===== src/rtl/serial_tx_pkg.sv =====
// rtl/serial_tx_pkg.sv - shared types and constants for serial_tx_shifter
//
// Purpose: holds the default word width, the transmitter state encoding and
// the bit-counter width helper. The PARITY state is present only when the
// PARITY_EN macro is defined.
// Ports: none (package).
package serial_tx_pkg;

  localparam int NBITS_DATA_DEFAULT = 4;

  typedef enum logic [1:0] {
    IDLE  = 2'd0,
    SHIFT = 2'd1
`ifdef PARITY_EN
    ,
    PARITY = 2'd2
`endif
  } tx_state_t;

  // The counter must be able to represent NBITS_DATA itself, because it
  // increments once more on the edge that completes the last bit.
  function automatic int cnt_width(input int nbits);
    return $clog2(nbits + 1);
  endfunction

endpackage


===== src/rtl/serial_tx_shifter_if.sv =====
// rtl/serial_tx_shifter_if.sv - load handshake and serial link bundle
//
// Purpose: groups the parallel load handshake and the serial output strobe
// towards the receiving shift register. parity_bit exists only when the
// PARITY_EN macro is defined.
// Ports (signals):
//   Din        parallel word, sampled on an accepted load
//   load       request to send Din
//   ready      transmitter can accept a word
//   Dout_serie serial bit, valid while SEL=1
//   SEL        shift strobe for the receiver
//   done       one-cycle pulse after a frame
//   parity_bit even parity of the frame (PARITY_EN only)
// Modports: master drives Din/load, slave is the transmitter.
interface serial_tx_shifter_if
  import serial_tx_pkg::*;
#(
  parameter int NBITS_DATA = NBITS_DATA_DEFAULT
) ();

  logic [NBITS_DATA-1:0] Din;
  logic                  load;
  logic                  ready;
  logic                  Dout_serie;
  logic                  SEL;
  logic                  done;
`ifdef PARITY_EN
  logic                  parity_bit;
`endif

  modport master (
    output Din, load,
    input  ready, Dout_serie, SEL, done
`ifdef PARITY_EN
    , parity_bit
`endif
  );

  modport slave (
    input  Din, load,
    output ready, Dout_serie, SEL, done
`ifdef PARITY_EN
    , parity_bit
`endif
  );

endinterface


===== src/rtl/tx_bit_counter.sv =====
// rtl/tx_bit_counter.sv - clearable enabled up-counter with terminal flag
//
// Purpose: counts transmitted bits; tc is high while the count equals
// NBITS_DATA-1, i.e. during the cycle that carries the last bit.
// Ports:
//   clk   rising-edge clock
//   reset asynchronous active-low reset
//   clr   synchronous clear (has priority over en)
//   en    count enable
//   tc    terminal-count flag
module tx_bit_counter
  import serial_tx_pkg::*;
#(
  parameter int NBITS_DATA = NBITS_DATA_DEFAULT
) (
  input  logic clk,
  input  logic reset,
  input  logic clr,
  input  logic en,
  output logic tc
);

  localparam int CW = cnt_width(NBITS_DATA);

  logic [CW-1:0] cnt;

  always_ff @(posedge clk or negedge reset) begin
    if (!reset) begin
      cnt <= '0;
    end else if (clr) begin
      cnt <= '0;
    end else if (en) begin
      cnt <= cnt + CW'(1);
    end
  end

  assign tc = (cnt == CW'(NBITS_DATA - 1));

endmodule


===== src/rtl/serial_tx_shifter.sv =====
// rtl/serial_tx_shifter.sv - parallel-to-serial transmitter, LSB first
//
// Purpose: accepts a word on load && ready and shifts it out one bit per
// clock with SEL high, then pulses done. With the PARITY_EN macro defined a
// trailing cycle with SEL=0 presents the even parity of the word.
// Ports:
//   clk   rising-edge clock
//   reset asynchronous active-low reset
//   bus   serial_tx_shifter_if.slave (Din, load, ready, Dout_serie, SEL,
//         done, parity_bit with PARITY_EN)
module serial_tx_shifter
  import serial_tx_pkg::*;
#(
  parameter int NBITS_DATA = NBITS_DATA_DEFAULT
) (
  input  logic                 clk,
  input  logic                 reset,
  serial_tx_shifter_if.slave   bus
);

  tx_state_t             state_q, state_d;
  logic [NBITS_DATA-1:0] shreg;
  logic                  done_q, done_d;
  logic                  cnt_clr, cnt_en, cnt_tc;
  logic                  accept;
`ifdef PARITY_EN
  logic                  par_q;
`endif

  // Only IDLE accepts a word, so Din changes mid-frame never reach shreg.
  assign accept = bus.load && (state_q == IDLE);

  tx_bit_counter #(
    .NBITS_DATA (NBITS_DATA)
  ) u_cnt (
    .clk   (clk),
    .reset (reset),
    .clr   (cnt_clr),
    .en    (cnt_en),
    .tc    (cnt_tc)
  );

  always_ff @(posedge clk or negedge reset) begin
    if (!reset) begin
      state_q <= IDLE;
      done_q  <= 1'b0;
    end else begin
      state_q <= state_d;
      done_q  <= done_d;
    end
  end

  always_comb begin
    state_d = state_q;
    done_d  = 1'b0;
    cnt_clr = 1'b0;
    cnt_en  = 1'b0;
    case (state_q)
      IDLE: begin
        if (bus.load) begin
          state_d = SHIFT;
          cnt_clr = 1'b1;
        end
      end
      SHIFT: begin
        cnt_en = 1'b1;
        if (cnt_tc) begin
`ifdef PARITY_EN
          state_d = PARITY;
`else
          state_d = IDLE;
          done_d  = 1'b1;
`endif
        end
      end
`ifdef PARITY_EN
      PARITY: begin
        state_d = IDLE;
        done_d  = 1'b1;
      end
`endif
      default: begin
        state_d = IDLE;
      end
    endcase
  end

  always_ff @(posedge clk or negedge reset) begin
    if (!reset) begin
      shreg <= '0;
    end else if (accept) begin
      shreg <= bus.Din;
    end else if (state_q == SHIFT) begin
      shreg <= {1'b0, shreg[NBITS_DATA-1:1]};
    end
  end

`ifdef PARITY_EN
  // Parity is taken from the captured word so it is immune to later Din.
  always_ff @(posedge clk or negedge reset) begin
    if (!reset) begin
      par_q <= 1'b0;
    end else if (accept) begin
      par_q <= ^bus.Din;
    end
  end

  assign bus.parity_bit = (state_q == PARITY) && par_q;
`endif

  assign bus.ready      = (state_q == IDLE);
  assign bus.SEL        = (state_q == SHIFT);
  assign bus.Dout_serie = (state_q == SHIFT) && shreg[0];
  assign bus.done       = done_q;

endmodule


===== src/flat_wrapper.sv =====
// flat-port wrapper written by rule: the top's interface ports become plain ports
module serial_tx_shifter_flat import serial_tx_pkg::*;
#(
  parameter int NBITS_DATA = NBITS_DATA_DEFAULT
)
  (clk, reset, bus_Din, bus_load, bus_ready, bus_Dout_serie, bus_SEL, bus_done);
  serial_tx_shifter_if #(.NBITS_DATA(NBITS_DATA)) bus_i ();
  input  logic clk;
  input  logic reset;
  input wire logic [$bits(bus_i.Din)-1:0] bus_Din;
  input wire logic [$bits(bus_i.load)-1:0] bus_load;
  output wire logic [$bits(bus_i.ready)-1:0] bus_ready;
  output wire logic [$bits(bus_i.Dout_serie)-1:0] bus_Dout_serie;
  output wire logic [$bits(bus_i.SEL)-1:0] bus_SEL;
  output wire logic [$bits(bus_i.done)-1:0] bus_done;
  assign bus_i.Din = bus_Din;
  assign bus_i.load = bus_load;
  assign bus_ready = bus_i.ready;
  assign bus_Dout_serie = bus_i.Dout_serie;
  assign bus_SEL = bus_i.SEL;
  assign bus_done = bus_i.done;
  serial_tx_shifter #(.NBITS_DATA(NBITS_DATA)) u_core (.clk(clk), .reset(reset), .bus(bus_i));
endmodule

===== config.mk =====
export PLATFORM = sky130hd
export DESIGN_NAME = serial_tx_shifter_flat
export DESIGN_NICKNAME = d
export VERILOG_FILES = /design/src/rtl/serial_tx_pkg.sv /design/src/rtl/serial_tx_shifter_if.sv /design/src/rtl/tx_bit_counter.sv /design/src/rtl/serial_tx_shifter.sv /design/src/flat_wrapper.sv
export SDC_FILE = /design/constraint.sdc
export NUM_CORES = 1
export LEC_CHECK = 0
export BUFFER_PORTS_ARGS = -buffer_cell sky130_fd_sc_hd__buf_2
export CAP_MARGIN = 20
export CORE_AREA = 3 3 40 42
export CTS_BUF_LIST = sky130_fd_sc_hd__clkbuf_16
export DETAILED_ROUTE_END_ITERATION = 7
export DIE_AREA = 0 0 43 45
export PLACE_DENSITY = 0.55
export REMOVE_ABC_BUFFERS = 1
export SYNTH_ARGS = -nofsm -noshare
export SYNTH_HDL_FRONTEND = slang
export SYNTH_SLANG_ARGS = --single-unit

===== constraint.sdc =====
create_clock -name clk -period 1.2 [get_ports clk]
set_input_delay 0.36 -clock clk [delete_from_list [all_inputs] [get_ports clk]]
set_output_delay 0.36 -clock clk [all_outputs]
set_load 0.005 [all_outputs]

==> impl_metrics.env <==
export IMPL_status="finished with violations"
export IMPL_violations="setup timing"
export IMPL_clock_sinks=9
export IMPL_cts_root_buf="clkbuf_16"
export IMPL_end_kind="primary output"
export IMPL_ant_nets=0
export IMPL_h_tree_depth=1
export IMPL_drt_wl_total_microns=734
export IMPL_cts_max_path_buffers=2
export IMPL_hold_violations=0
export IMPL_cts_tree="built"
export IMPL_vdd_drop_max_mv=0.841
export IMPL_critPathMaxStageDelay_ps=430
export IMPL_hp_class="primary input to flip-flop"
export IMPL_fmax_ghz=0.790
export IMPL_first_pass_iters=4
export IMPL_grt_start_max_net_pins=10
export IMPL_syn_area_sq_um=408
export IMPL_cap_violations=0
export IMPL_critPathRequiredTime_ps=840
export IMPL_vias=272
export IMPL_drv_slew=0
export IMPL_gp_congestion=0.650
export IMPL_stdcell_area_sq_um=578
export IMPL_netlist_instances=33
export IMPL_coreArea_sq_mm=0.00128
export IMPL_numCtsBuffers=3
export IMPL_diodes=0
export IMPL_viasPerCell=4.32
export IMPL_synth_warning_count=0
export IMPL_drive_gt1_frac=0.438
export IMPL_clk_pin_slew_ps=40
export IMPL_dp_cells=57
export IMPL_place_hpwl_microns=534
export IMPL_multi_input_area_sq_um=159
export IMPL_finalCritPeriodShare=1.06
export IMPL_grt_pass1_wl_mm=1.21
export IMPL_antenna_found_initial=0
export IMPL_clk_latency_ps=230
export IMPL_crit_chain="and2_4 > buf_6"
export IMPL_die_x_microns=43
export IMPL_synth_area_per_cell_sq_um=12.4
export IMPL_seqCellArea_sq_um=226
export IMPL_period_needed_ps=1270
export IMPL_rows=13
export IMPL_cp_num_buf_inv=1
export IMPL_grt_pass1_vias=277
export IMPL_cp_arrival_ps=910
export IMPL_p_leak_uw=0.000296
export IMPL_skew_ps=0.863
export IMPL_cellPowerDensity_mw_per_mm2=2790
export IMPL_ys_types=15
export IMPL_grt_setup_unrepaired="yes"
export IMPL_areaGrowthSynthToFinish_pct=41.7
export IMPL_final_setup_viol_count=1
export IMPL_start_kind="flip-flop"
export IMPL_die_y_microns=45
export IMPL_wl_per_cell_microns=11.7
export IMPL_grt_overflow=0
export IMPL_dpl_cell_area_sq_um=465
export IMPL_critPathTopFamily="flip-flops"
export IMPL_crit_slowest_cell="dfrtp_2"
export IMPL_fillCellCount=115
export IMPL_ys_seq_area_frac=0.552
export IMPL_ios=11
export IMPL_worstSetupPathType="flip-flop to primary output"
export IMPL_fin_ws_ps=-66.1
export IMPL_fin_nets=58
export IMPL_gr_usage_all_layers=0.0893
export IMPL_crit_path_max_fanout=5
export IMPL_slew_headroom=0.865
export IMPL_place_port_buffers=10
export IMPL_final_cell_count_no_fill=63
export IMPL_tightest_slew_ps=202
export IMPL_dieArea_sq_mm=0.00194
export IMPL_first_iter_violations=3
export IMPL_drc_errors=0
export IMPL_start_util=0.317
export IMPL_synth_seq_cells=9
worst reg2reg max path: stages (launching register included):
cell     delay, ps
dfrtp_1        390
ha_1           210
ha_1           180
and2_1         170
nor2_1         100
metal layers:
metal	GRT usage	share of wire	up-vias
met4	0.0723	0	0
met2	0.141	0.51	7
met5	0	0	-
met3	0.0398	0.071	0
met1	0.0923	0.42	125
li1	-	-	140
cell type report:
cell class	instances	area share
Multi-Input combinational cell	20	0.275
Clock buffer	3	0.130
Tap cell	15	0.0325
Clock inverter	1	0.00649
Inverter	2	0.0130
Timing Repair Buffer	13	0.152
Sequential cell	9	0.392
synth_stat cells, drive strengths merged:
library cell,number,area (sq um)
nand2,3,11.3
buf,2,18.8
and2,2,12.5
nor2,3,13.8
ha,2,25.0
dfrtp,9,225
inv,2,7.50
mux2,1,15.0
o2bb2ai,1,15.0
a22o,1,8.76
mux2i,4,40.0
o21ai,3,15.0
metrics by stage:
step	util	total power, uW	setup WS [ps]	hold slack [ps]	setup TNS (ps)
floorplan	-	790	124	64.4	0
global placement	0.362	925	111	215	0
detailed placement	0.362	959	96.5	225	0
CTS	0.438	1580	-76.9	389	-76.9
global route	0.450	1720	-89.1	398	-98.3
finish	0.450	1610	-66.1	389	-66.1
final timing paths:
kind / startpoint / endpoint / slack [ps] / depth (start not counted)
setup reg to reg: u_core.u_cnt.cnt[0] / u_core.state_q[0] / 80 / 4
hold reg to reg: u_core.u_cnt.cnt[2] / u_core.u_cnt.cnt[2] / 500 / 1
min in group asynchronous: reset / u_core.shreg[2] / 510 / 2
setup / recovery: u_core.state_q[0] / bus_Dout_serie / -70 / 2
hold / removal: bus_Din[3] / u_core.shreg[3] / 390 / 3
max in group asynchronous: reset / u_core.state_q[0] / 500 / 2
power breakdown:
part	switching (uW)	internal (uW)
clock	137	435
sequential	84.6	433
combinational	213	310
total	434	1180
placed cells by master (no fill, tap or decap), types with 2 or more instances in the layout:
master,n
buf_2,8
dfrtp_1,8
mux2i_1,4
nand2_1,3
o21ai_1,3
clkbuf_16,3
inv_1,2
nor2_1,2
ha_1,2
buf_6,2
buf_4,2
kinds of logic (layout without fill, tap and decap cells):
logic type      after synthesis  count (layout)  synth area share
mux                           5               5             0.135
flops                         9               9             0.552
simple gates                  8               8            0.0920
compound gates                5               5            0.0951
buf+inv                       4              19            0.0644
fa+ha+maj                     2               2            0.0613
flip-flops by register name, summed over array words and instances (netlist names):
register,cells
u_core.shreg,4
u_core.u_cnt.cnt,3
u_core.bus.done,1
u_core.state_q,1
what timing repair did:
action / in CTS / in global routing
endpoints found under the hold margin: 9 / 0
pin swaps: 1 / 0
hold buffers: 1 / 0
resized for setup: 1 / 3
setup endpoints to repair: 3 / 2
buffers inserted: 1 / 0
(Power assumes the default switching activity.)
